`src/rtl/adres_rf_pkg.sv`:
```
// Shared sizing helpers, context-word field offsets and the decoded context word
// used by the ADRES VLIW local register file.
package adres_rf_pkg;

  // Widest register address a decoded context word can carry (up to 256 registers).
  localparam int AW_MAX    = 8;
  localparam int WE_BIT    = 0;
  localparam int WADDR_LSB = 1;

  function automatic int aw_of(input int num_regs);
    return $clog2(num_regs);
  endfunction

  function automatic int cw_of(input int num_regs);
    return 1 + 3 * $clog2(num_regs);
  endfunction

  function automatic int ctxw_of(input int num_ctx);
    return $clog2(num_ctx + 1);
  endfunction

  function automatic int cxw_of(input int num_ctx);
    return (num_ctx > 1) ? $clog2(num_ctx) : 1;
  endfunction

  function automatic int ra_lsb(input int aw);
    return WADDR_LSB + aw;
  endfunction

  function automatic int rb_lsb(input int aw);
    return WADDR_LSB + 2 * aw;
  endfunction

  typedef struct packed {
    logic [AW_MAX-1:0] raddr_b;
    logic [AW_MAX-1:0] raddr_a;
    logic [AW_MAX-1:0] waddr;
    logic              we;
  } ctx_word_t;

endpackage

```
`src/rtl/adres_rf_config_chain.sv`:
```
// Serial configuration chain holding NUM_CTX context words, plus the context
// sequencer that walks the first ii contexts on every run cycle.
module adres_rf_config_chain
  import adres_rf_pkg::*;
#(
  parameter int NUM_REGS = 8,
  parameter int NUM_CTX  = 4,
  localparam int AW      = aw_of(NUM_REGS),
  localparam int CW      = cw_of(NUM_REGS),
  localparam int CTXW    = ctxw_of(NUM_CTX),
  localparam int CXW     = cxw_of(NUM_CTX)
) (
  input  logic            clk,
  input  logic            rst,
  input  logic            config_in,
  output logic            config_out,
  input  logic            config_shift,
  input  logic            run,
  input  logic [CTXW-1:0] ii,
  output ctx_word_t       word,
  output logic [CXW-1:0]  ctx
);

  localparam int L     = NUM_CTX * CW;
  localparam int RA_LO = ra_lsb(AW);
  localparam int RB_LO = rb_lsb(AW);

  logic [L-1:0]    chain_reg;
  logic [CXW-1:0]  ctx_reg;
  logic [CTXW-1:0] ii_eff;
  logic [CTXW-1:0] ctx_ext;
  logic            ctx_wrap;
  logic [CW-1:0]   ctx_words [NUM_CTX];
  logic [CW-1:0]   raw_word;

  for (genvar gi = 0; gi < NUM_CTX; gi++) begin : g_word
    assign ctx_words[gi] = chain_reg[gi*CW +: CW];
  end

  always_comb begin
    ii_eff = ii;
    if (ii == '0 || ii > CTXW'(NUM_CTX)) ii_eff = CTXW'(NUM_CTX);
  end

  // Using >= also wraps a ctx left stranded above a freshly lowered ii.
  assign ctx_ext  = CTXW'(ctx_reg);
  assign ctx_wrap = (ctx_ext >= ii_eff - CTXW'(1));

  always_ff @(posedge clk or posedge rst) begin
    if (rst) begin
      chain_reg <= '0;
      ctx_reg   <= '0;
    end else if (config_shift) begin
      chain_reg <= {chain_reg[L-2:0], config_in};
    end else if (run) begin
      ctx_reg <= ctx_wrap ? '0 : ctx_reg + CXW'(1);
    end
  end

  always_comb begin
    raw_word = ctx_words[0];
    for (int k = 1; k < NUM_CTX; k++) begin
      if (ctx_reg == CXW'(k)) raw_word = ctx_words[k];
    end
  end

  always_comb begin
    word                 = '0;
    word.we              = raw_word[WE_BIT];
    word.waddr[AW-1:0]   = raw_word[WADDR_LSB +: AW];
    word.raddr_a[AW-1:0] = raw_word[RA_LO +: AW];
    word.raddr_b[AW-1:0] = raw_word[RB_LO +: AW];
  end

  assign config_out = chain_reg[L-1];
  assign ctx        = ctx_reg;

endmodule

```
`src/rtl/adres_vliw_rf.sv`:
```
// ADRES VLIW functional-unit local register file: register array, write port and
// two context-addressed read ports. Define ADRES_RF_ZERO_REG_EN to hardwire r0 to zero.
module adres_vliw_rf
  import adres_rf_pkg::*;
#(
  parameter int SIZE     = 32,
  parameter int NUM_REGS = 8,
  parameter int NUM_CTX  = 4,
  localparam int CTXW    = ctxw_of(NUM_CTX),
  localparam int CXW     = cxw_of(NUM_CTX)
) (
  input  logic            CGRA_Clock,
  input  logic            CGRA_Reset,
  input  logic            ConfigIn,
  output logic            ConfigOut,
  input  logic            config_shift,
  input  logic            run,
  input  logic [CTXW-1:0] ii,
  input  logic [SIZE-1:0] fu_to_rf,
  output logic [SIZE-1:0] rf_to_muxa,
  output logic [SIZE-1:0] rf_to_muxout,
  output logic [CXW-1:0]  ctx
);

`ifdef ADRES_RF_ZERO_REG_EN
  localparam int FIRST = 1;
`else
  localparam int FIRST = 0;
`endif

  ctx_word_t       word;
  logic            wr_en;
  logic [SIZE-1:0] reg_val [NUM_REGS];
  logic [SIZE-1:0] rd_a;
  logic [SIZE-1:0] rd_b;

  adres_rf_config_chain #(
    .NUM_REGS (NUM_REGS),
    .NUM_CTX  (NUM_CTX)
  ) u_chain (
    .clk          (CGRA_Clock),
    .rst          (CGRA_Reset),
    .config_in    (ConfigIn),
    .config_out   (ConfigOut),
    .config_shift (config_shift),
    .run          (run),
    .ii           (ii),
    .word         (word),
    .ctx          (ctx)
  );

  // A shift cycle never writes, even when run is also asserted.
  assign wr_en = run && !config_shift;

`ifdef ADRES_RF_ZERO_REG_EN
  assign reg_val[0] = '0;
`endif

  for (genvar gi = FIRST; gi < NUM_REGS; gi++) begin : g_reg
    logic [SIZE-1:0] q_reg;
    logic            hit;

    assign hit = wr_en && word.we && (word.waddr == AW_MAX'(gi));

    always_ff @(posedge CGRA_Clock or posedge CGRA_Reset) begin
      if (CGRA_Reset) begin
        q_reg <= '0;
      end else if (hit) begin
        q_reg <= fu_to_rf;
      end
    end

    assign reg_val[gi] = q_reg;
  end

  always_comb begin
    rd_a = '0;
    rd_b = '0;
    for (int i = 0; i < NUM_REGS; i++) begin
      if (word.raddr_a == AW_MAX'(i)) rd_a = reg_val[i];
      if (word.raddr_b == AW_MAX'(i)) rd_b = reg_val[i];
    end
  end

  assign rf_to_muxa   = rd_a;
  assign rf_to_muxout = rd_b;

endmodule

```
`config.mk`:
```
export PLATFORM = sky130hd
export DESIGN_NAME = adres_vliw_rf
export DESIGN_NICKNAME = d
export VERILOG_FILES = /design/src/rtl/adres_rf_pkg.sv /design/src/rtl/adres_rf_config_chain.sv /design/src/rtl/adres_vliw_rf.sv
export SDC_FILE = /design/constraint.sdc
export NUM_CORES = 1
export LEC_CHECK = 0
export BUFFER_PORTS_ARGS = -buffer_cell sky130_fd_sc_hd__buf_2
export CORE_ASPECT_RATIO = 1.25
export CORE_MARGIN = 5
export CORE_UTILIZATION = 48
export CTS_BUF_LIST = sky130_fd_sc_hd__clkbuf_4
export DETAILED_ROUTE_END_ITERATION = 16
export GPL_TIMING_DRIVEN = 1
export PLACE_DENSITY = 0.65
export REMOVE_ABC_BUFFERS = 1
export SYNTH_ARGS = -nofsm -noshare
export SYNTH_HDL_FRONTEND = slang
export SYNTH_SLANG_ARGS = --single-unit
```
`constraint.sdc`:
```
create_clock -name CGRA_Clock -period 36.4 [get_ports CGRA_Clock]
set_input_delay 10.92 -clock CGRA_Clock [delete_from_list [all_inputs] [get_ports CGRA_Clock]]
set_output_delay 10.92 -clock CGRA_Clock [all_outputs]
set_load 0.05 [all_outputs]
```
Yosys cells after proc, flatten, opt, wreduce, memory -nomap -nowiden
Cells that the tools add are included.

storage, ports and cells
  register bits after elaboration = 298

cells by class
  equality and inequality tests = 24
  magnitude comparators = 2
  add/subtract/negate cells = 2
  bitwise operators = 1
  reduce and logical (&&, ||, !) cells = 17
  mux-type cells = 21

operators with widths
  kind                                                 number
  2-to-1 mux 32 bit                                    16
  equality test 3 bit, second input constant           12
  2-to-1 mux 10 bit                                    3
  zero test 8 bit                                      3
  equality test 3 x 2 -> 1 bit, second input constant  6
  logical AND 1 bit                                    10
  equality test 3 x 1 -> 1 bit, second input constant  3
  equality test 2 bit, second input constant           2
  >= comparator 2 x 3 -> 1 bit                         1
  > comparator 3 bit, second input constant            1
  zero test 3 bit                                      1
  2-to-1 mux 3 bit                                     1
  subtractor 3 x 1 -> 3 bit, second input constant     1
  adder 2 x 1 -> 2 bit, second input constant          1
  equality test 2 x 1 -> 1 bit, second input constant  1
  2-to-1 mux 2 bit                                     1
  AND reduction 2 bit                                  1
  zero test 1 bit                                      1
  logical OR 1 bit                                     1
  NOT 1 bit                                            1

Logic depth before layout (Yosys ltp)
Gate-level depths: netlist of run 1.

  depth in word-level cells = 13
  gate-level depth with buffers = 12
  mapped depth without buffers = 9

Cells and area by module
From an unflattened synthesis of run 1, not the netlist that was laid out.

second synthesis, totals
  cell total of the unflattened synthesis = 1202
  area total of the unflattened synthesis = 16087.9 µm²

modules (own cells, without submodules)
  module                 cells an instance  seq. area each (µm²)  times used  area each (µm²)
  adres_vliw_rf          1034               6406.1                1           13947.1
  adres_rf_config_chain  168                1051.0                1           2140.8

Least setup slack after synthesis of run 1
Ideal clock, no wire load.

  path type = register -> output
  from = reg u_chain.ctx_reg[0], in the netlist u_chain.ctx[0]
  to = out rf_to_muxout[30]
  data arrival time = 3526 ps
  slack = 21954 ps
  required time = 25480 ps
  cell stages (with the launch flop) = 12
  cell sequence = dfrtp_1 > inv_1 > ha_1 > buf_2 > nand2b_1 > clkbuf_1 > o22ai_1 > a21o_1 > buf_2 > buf_2 > mux2i_1 > a221oi_1

on the way
  cells in the longest elaborated chain, start to end = 13
  elaborated cells between the ends (all ways) = 22
  classes of those cells = eq/ne: 10; mux: 11; reduce/logical: 1

RTL lines
  element                         line                         source
  start: declaration              adres_rf_config_chain.sv:29  logic [CXW-1:0] ctx_reg;
  start signal: assignment        adres_rf_config_chain.sv:56  ctx_reg <= ctx_wrap ? '0 : ctx_reg + CXW'(1);
  equality test 2 x 1 -> 1 bit    adres_rf_config_chain.sv:63  if (ctx_reg == CXW'(k)) raw_word = ctx_words[k];
  2-to-1 mux 10 bit (2 in a row)  adres_rf_config_chain.sv:63
  2-to-1 mux 10 bit *             adres_rf_config_chain.sv:63
  zero test 8 bit                 adres_vliw_rf.sv:81          if (word.raddr_b == AW_MAX'(i)) rd_b = reg_val[i];
  2-to-1 mux 32 bit (7 in a row)  adres_vliw_rf.sv:81
  2-to-1 mux 32 bit *             adres_vliw_rf.sv:81
  end: declaration                adres_vliw_rf.sv:21          output logic [SIZE-1:0] rf_to_muxout,

Mark *: on every way between the ends. The rest lies on a longest branch, timed or not.

Final worst setup path of run 1
  from = reg u_chain.ctx_reg[1], in the netlist u_chain.ctx[1]
  to = out rf_to_muxa[30]

on the way
  cells in the longest elaborated chain, start to end = 13
  elaborated cells between the ends (all ways) = 22
  classes of those cells = eq/ne: 10; mux: 11; reduce/logical: 1

RTL lines
  element                         line                         source
  equality test 2 x 1 -> 1 bit    adres_rf_config_chain.sv:63
  2-to-1 mux 10 bit (2 in a row)  adres_rf_config_chain.sv:63
  2-to-1 mux 10 bit *             adres_rf_config_chain.sv:63
  zero test 8 bit                 adres_vliw_rf.sv:80          if (word.raddr_a == AW_MAX'(i)) rd_a = reg_val[i];
  2-to-1 mux 32 bit (7 in a row)  adres_vliw_rf.sv:80
  2-to-1 mux 32 bit *             adres_vliw_rf.sv:80
  end: declaration                adres_vliw_rf.sv:20          output logic [SIZE-1:0] rf_to_muxa,

Marked as above.

==> flow_summary.toml, run 1 <==
[outcome]
status = "finished, final reports clean"

[setup_path]
critPathMaxFanout = 58
worstSetupStartpointType = "register"
end_kind = "output port"
cp.arrival_ps = 5450
cp.required_ps = 25480
worstSetupPathType = "reg2out"

[clocking]
clock-root-buffer = "clkbuf_4"
cts_tree = "built"
clk_pin_slew_ps = 70
clockBufferDepth = 3
clock-sinks = 298
cts_made_buffers = 82
clkLatencyLatePin_ps = 790
ctsHoldBuffers = 0
ctsResizeCount = 0
h-tree-depth = 3
cts_setup_buffers = 0

[run]
drv_cap = 0

[layout]
regArea_um2 = 7460
multi_input_area_um2 = 9980
drive_gt1_share_pct = 33.7
nets = 1805
fillCellCount = 3310
finalNonFillerCells = 2306
largest_register_ffs = 256
synthToLayoutAreaGrowth_pct = 11.3

[global_routing]
grt_max_degree = 116
grt_antenna_before_repair = 3
grt_use_total_pct = 25.5
grt_pass1_vias = 14654
grt_pass1_wl_um = 83600
grt_remaining_overflow = 0

[route]
drc = 0
wl_per_cell_um = 23.3
drt-total-wl_um = 53800
vias = 14624
viasPerCell = 6.34
antenna_left = 0
first_pass_iters = 5
drt-initial-drc-count = 1151

[timing]
worst_pin_slew_ps = 1230
fin_crit_ps = 16370
setup_viol = 0
final_max_slew_viol_count = 0
slew_headroom_pct = 18.1
fmax_ghz = 0.0611
hold_violations = 0
fin_worst_skew_ps = 54.3
rsz0062_at_grt = "false"
period_share_pct = 45.0
tns_ps = 0

[synth]
synth.distinct_cells = 52
synth_top_area_cell = "dfrtp_1"
synthArstFlopShare_pct = 100
ys_warn_count = 0
yosysSeqAreaShare_pct = 41.6
yosys-top-cells-area = "dfrtp_1 42%, mux2_2 18%, mux2i_1 11%, nand2_1 3.7%, o22ai_1 2.7%"
ys_ff_latch = 298
dominantRegCellSynth = "dfrtp_1"
synth_edf_count = 0
syn_area_per_cell_um2 = 10.7
synth_top_area_share_pct = 41.6
syn-cell-area_um2 = 17900
synth_cells = 1677

[die]
core_um2 = 37100
io_pins = 107
dieArea_um2 = 41400
row_count = 79
die_h_um = 226
die_w_um = 183
start_util_pct = 48.4

[placed_design]
io_buffers = 106
gp_congestion = 0.857
numPlacedInstances = 2160
dp_hpwl_um = 30700

[min_path]
hold_class = "reg2reg"
## cells in the mapped netlist (all sizes together), types with 11 or more instances
library cell,count
dfrtp,298
buf,72
o31ai,23
clkbuf,66
a22oi,14
nand3,37
a22o,19
nor3,11
o22ai,78
mux2i,200
o21ai,36
nand2,175
a21oi,96
o32ai,20
a32o,29
mux2,324
a211oi,21
nor2,81
## final cells by class
type                            instances  area share (%)
Tap cell                              486            3.05
Sequential cell                       298            37.4
Inverter                                6           0.150
Clock buffer                          121            4.55
Clock inverter                         24            1.16
Antenna cell                            1          0.0125
Multi-Input combinational cell       1235            50.0
Timing Repair Buffer                  135            3.75
## cells by family (layout without fill, tap and decap cells)
| family | after synthesis | count (layout) | synth area share [%] |
|---|---|---|---|
| compound gates | 376 | 376 | 14.5 |
| simple gates | 326 | 326 | 7.55 |
| buf+inv | 144 | 286 | 3.54 |
| fa+ha+maj | 7 | 7 | 0.488 |
| other cells | 0 | 1 | 0 |
| mux | 525 | 525 | 32.3 |
| xor+xnor | 1 | 1 | 0.0488 |
| flops | 298 | 298 | 41.6 |
## layout by cell type, fill, tap and decap left out, types with 29 or more instances in the layout
cell / instances
dfrtp_1: 294
mux2_2: 281
mux2i_1: 198
nand2_1: 169
clkbuf_4: 121
buf_2: 106
a21oi_1: 93
nor2_1: 79
o22ai_1: 78
nand3_1: 37
o21ai_0: 35
mux2_4: 30
a32o_1: 29
buf_4: 29
## worst paths after layout
| path | depth (start not counted) | end | slack, ps | from |
|---|---|---|---|---|
| worst min-delay path | 1 | u_chain.chain_reg[38] | 510 | u_chain.chain_reg[37] |
| max in group asynchronous | 4 | g_reg[0].q_reg[19] | 24010 | CGRA_Reset |
| min in group asynchronous | 2 | g_reg[7].q_reg[17] | 10260 | CGRA_Reset |
| worst max register to register | 7 | g_reg[6].q_reg[4] | 32560 | u_chain.ctx[0] |
| worst min register to register | 1 | u_chain.chain_reg[38] | 510 | u_chain.chain_reg[37] |
| worst max-delay path | 11 | rf_to_muxa[30] | 20030 | u_chain.ctx[1] |
## critical path: stages, from the launching register on
cell and delay, ps:
dfrtp_1 440, ha_1 660, nor2_4 300, buf_4 330, a221oi_4 240, buf_4 700
nand2_1 590, buf_4 410, nand2_1 110, o311ai_0 140, a21oi_1 330, buf_2 340
## metrics by stage
step	setup slack, ps	utilization [%]	cell area, um^2	hold slack [ps]
after detailed placement	20910	50.8	18800	508
final	20030	53.9	20000	507
after floorplan	17250	-	17300	464
after CTS	20040	53.9	20000	480
after global placement	21150	50.8	18800	509
after global routing	19860	53.9	20000	520
## layer usage
metal | wire length, um | GRT usage, %
met1 | 22000 | 32.9
met4 | 2050 | 11.9
met2 | 26000 | 41.8
met5 | 21 | 0
met3 | 3750 | 4.66
Power of run 1 is not shown: default switching activity piles up to over one toggle a cycle in this logic, so the estimate is an artifact.
==> run 2: changes to the inputs <==
--- a/config.mk
+++ b/config.mk
@@ -12,7 +12,7 @@
 export CTS_BUF_LIST = sky130_fd_sc_hd__clkbuf_4
 export DETAILED_ROUTE_END_ITERATION = 16
 export GPL_TIMING_DRIVEN = 1
-export PLACE_DENSITY = 0.65
+export PLACE_DENSITY = 0.68
 export REMOVE_ABC_BUFFERS = 1
 export SYNTH_ARGS = -nofsm -noshare
 export SYNTH_HDL_FRONTEND = slang
==> constraint.sdc (replaced) <==
create_clock -name CGRA_Clock -period 13.7 [get_ports CGRA_Clock]
set_input_delay 4.11 -clock CGRA_Clock [delete_from_list [all_inputs] [get_ports CGRA_Clock]]
set_output_delay 4.11 -clock CGRA_Clock [all_outputs]
set_load 0.05 [all_outputs]
==> run 2 against run 1 <==
Net effect:
- non-clock buffer count is 1 higher
- die area is the same
- worst hold slack improved by 15 ps
- sequential share of layout area increased by 0.30 points
- clock skew down 3.8 ps
- count of clock-buffer cells in the layout down 1
- critical path depth unchanged
- utilization is 0.43 points lower
- flip-flop and latch count unchanged
- global-route usage about the same
- register-to-register slack worse by 23000 ps
==> flow_summary.toml, run 2 (synthesis results as in run 1) <==
[layout]
regArea_um2 = 7460
nets = 1804
fin_area_um2 = 19800
final_common_cell = "dfrtp_1"
final_cell_mix = "294 x dfrtp_1, 281 x mux2_2, 198 x mux2i_1"
fillCellCount = 3307
synthToLayoutAreaGrowth_pct = 10.4
largest_register_ffs = 256
multi_input_area_um2 = 9970
drive_gt1_share_pct = 33.5

[route]
top_layer_used = "met4"
first_pass_iters = 7
antenna_left = 0
drc = 0
wl_met2_um = 26000
viasPerCell = 6.35
drt-initial-drc-count = 1130
drt-total-wl_um = 53500
vias = 14616
met3WireLength_um = 3370
wl_per_cell_um = 23.2
m1WireLength_um = 21900

[setup_path]
r2r_start = "u_chain.ctx[1]"
slowest_delay_ps = 870
cp.arrival_ps = 5230
cp_common_cell = "buf_4"
cp.required_ps = 9590
worstSetupPathType = "reg2out"
worstSetupStartpointType = "register"
r2r_setup_slack_ps = 9860
end_kind = "output port"
reg2regPathDepth = 7
slowest_stage = "nand2_1"
worstPathCellList = "inv_1, ha_1, mux2i_4, buf_4, a221o_1, buf_4, nor2_1, nand2_1, o21ai_0, a21oi_1, buf_2"
r2r-end = "g_reg[7].q_reg[17]"
critPathMaxFanout = 41

[global_routing]
grt_pass1_wl_um = 84000
grt_use_total_pct = 25.5
grt_antenna_before_repair = 3
grt_max_degree = 118
grt_pass1_vias = 14990
grt_remaining_overflow = 0

[die]
start_util_pct = 48.4
die_w_um = 183
dieArea_um2 = 41400
core_um2 = 37100
io_pins = 107
row_count = 79
die_h_um = 226

[run]
drv_cap = 0

[timing]
tns_ps = 0
setup_viol = 0
final_max_slew_viol_count = 0
worst_slack_ps = 4360
period_share_pct = 68.2
fmax_ghz = 0.107
fin_crit_ps = 9340
slew_headroom_pct = 15.4
worst_pin_slew_ps = 1270
rsz0062_at_grt = "false"
fin_worst_skew_ps = 50.5
hold_violations = 0

[placed_design]
place_ws_ps = 5240
dpl_cell_area_um2 = 18800
dp_hpwl_um = 30800
io_buffers = 106
gp_congestion = 0.802

[clocking]
clkLatencyLatePin_ps = 760
clk_pin_slew_ps = 70
clock-root-buffer = "clkbuf_4"
cts_made_buffers = 80
cts_tree = "built"
clock-sinks = 298
ctsResizeCount = 0
h-tree-depth = 3
ctsHoldBuffers = 0
clockBufferDepth = 3
cts_setup_buffers = 0

[outcome]
status = "finished, final reports clean"

[min_path]
holdPathEnd = "u_chain.chain_reg[35]"
hold_class = "reg2reg"
hold_start = "u_chain.chain_reg[34]"
hold_depth = 2
run 2: worst max-delay path by stage:
stage / from / to / slack [ps] / depth (start not counted)
global route: u_chain.ctx[1] / rf_to_muxa[30] / 4160 / 11
floorplan: CGRA_Reset / g_reg[0].q_reg[0] / 1360 / 1
global placement: u_chain.ctx[1] / rf_to_muxa[30] / 5290 / 11
CTS: u_chain.ctx[1] / rf_to_muxa[30] / 4380 / 11
finish: u_chain.ctx[1] / rf_to_muxa[30] / 4360 / 11
detailed placement: u_chain.ctx[1] / rf_to_muxa[30] / 5240 / 11
run 2: metal layers:
layer,vias up,GRT usage (%)
met5,-,0
met4,0,12.6
met3,148,5.19
met2,590,42.3
met1,7396,31.9
li1,6482,-
run 2: worst max-delay path, delay by kind of cell, from the launching register on:
| family | cells | cell delay [ps] |
|---|---|---|
| AOI/OAI and AO/OA | 3 | 680 |
| adders and majority gates | 1 | 620 |
| buffers and inverters | 4 | 1330 |
| DFF | 1 | 450 |
| muxes | 1 | 330 |
| and+or+nand+nor | 2 | 1050 |
run 2: layout make-up:
| cell class | count | area share [%] |
|---|---|---|
| tap | 486 | 3.07 |
| timing repair buffer | 136 | 3.82 |
| inverter | 6 | 0.152 |
| clock inverter | 18 | 0.347 |
| antenna | 3 | 0.0379 |
| multi-input combinational | 1235 | 50.4 |
| clock buffer | 120 | 4.55 |
| sequential | 298 | 37.7 |
run 2: per-stage QoR:
| step | cells | utilization [%] | hold slack (ps) |
|---|---|---|---|
| after floorplan | 1539 | - | 464 |
| after global placement | 2161 | 50.8 | 501 |
| after detailed placement | 2161 | 50.8 | 511 |
| after CTS | 2299 | 53.4 | 522 |
| after global routing | 2301 | 53.4 | 548 |
| final | 2302 | 53.4 | 522 |
Power of run 2 is left out for the same reason.
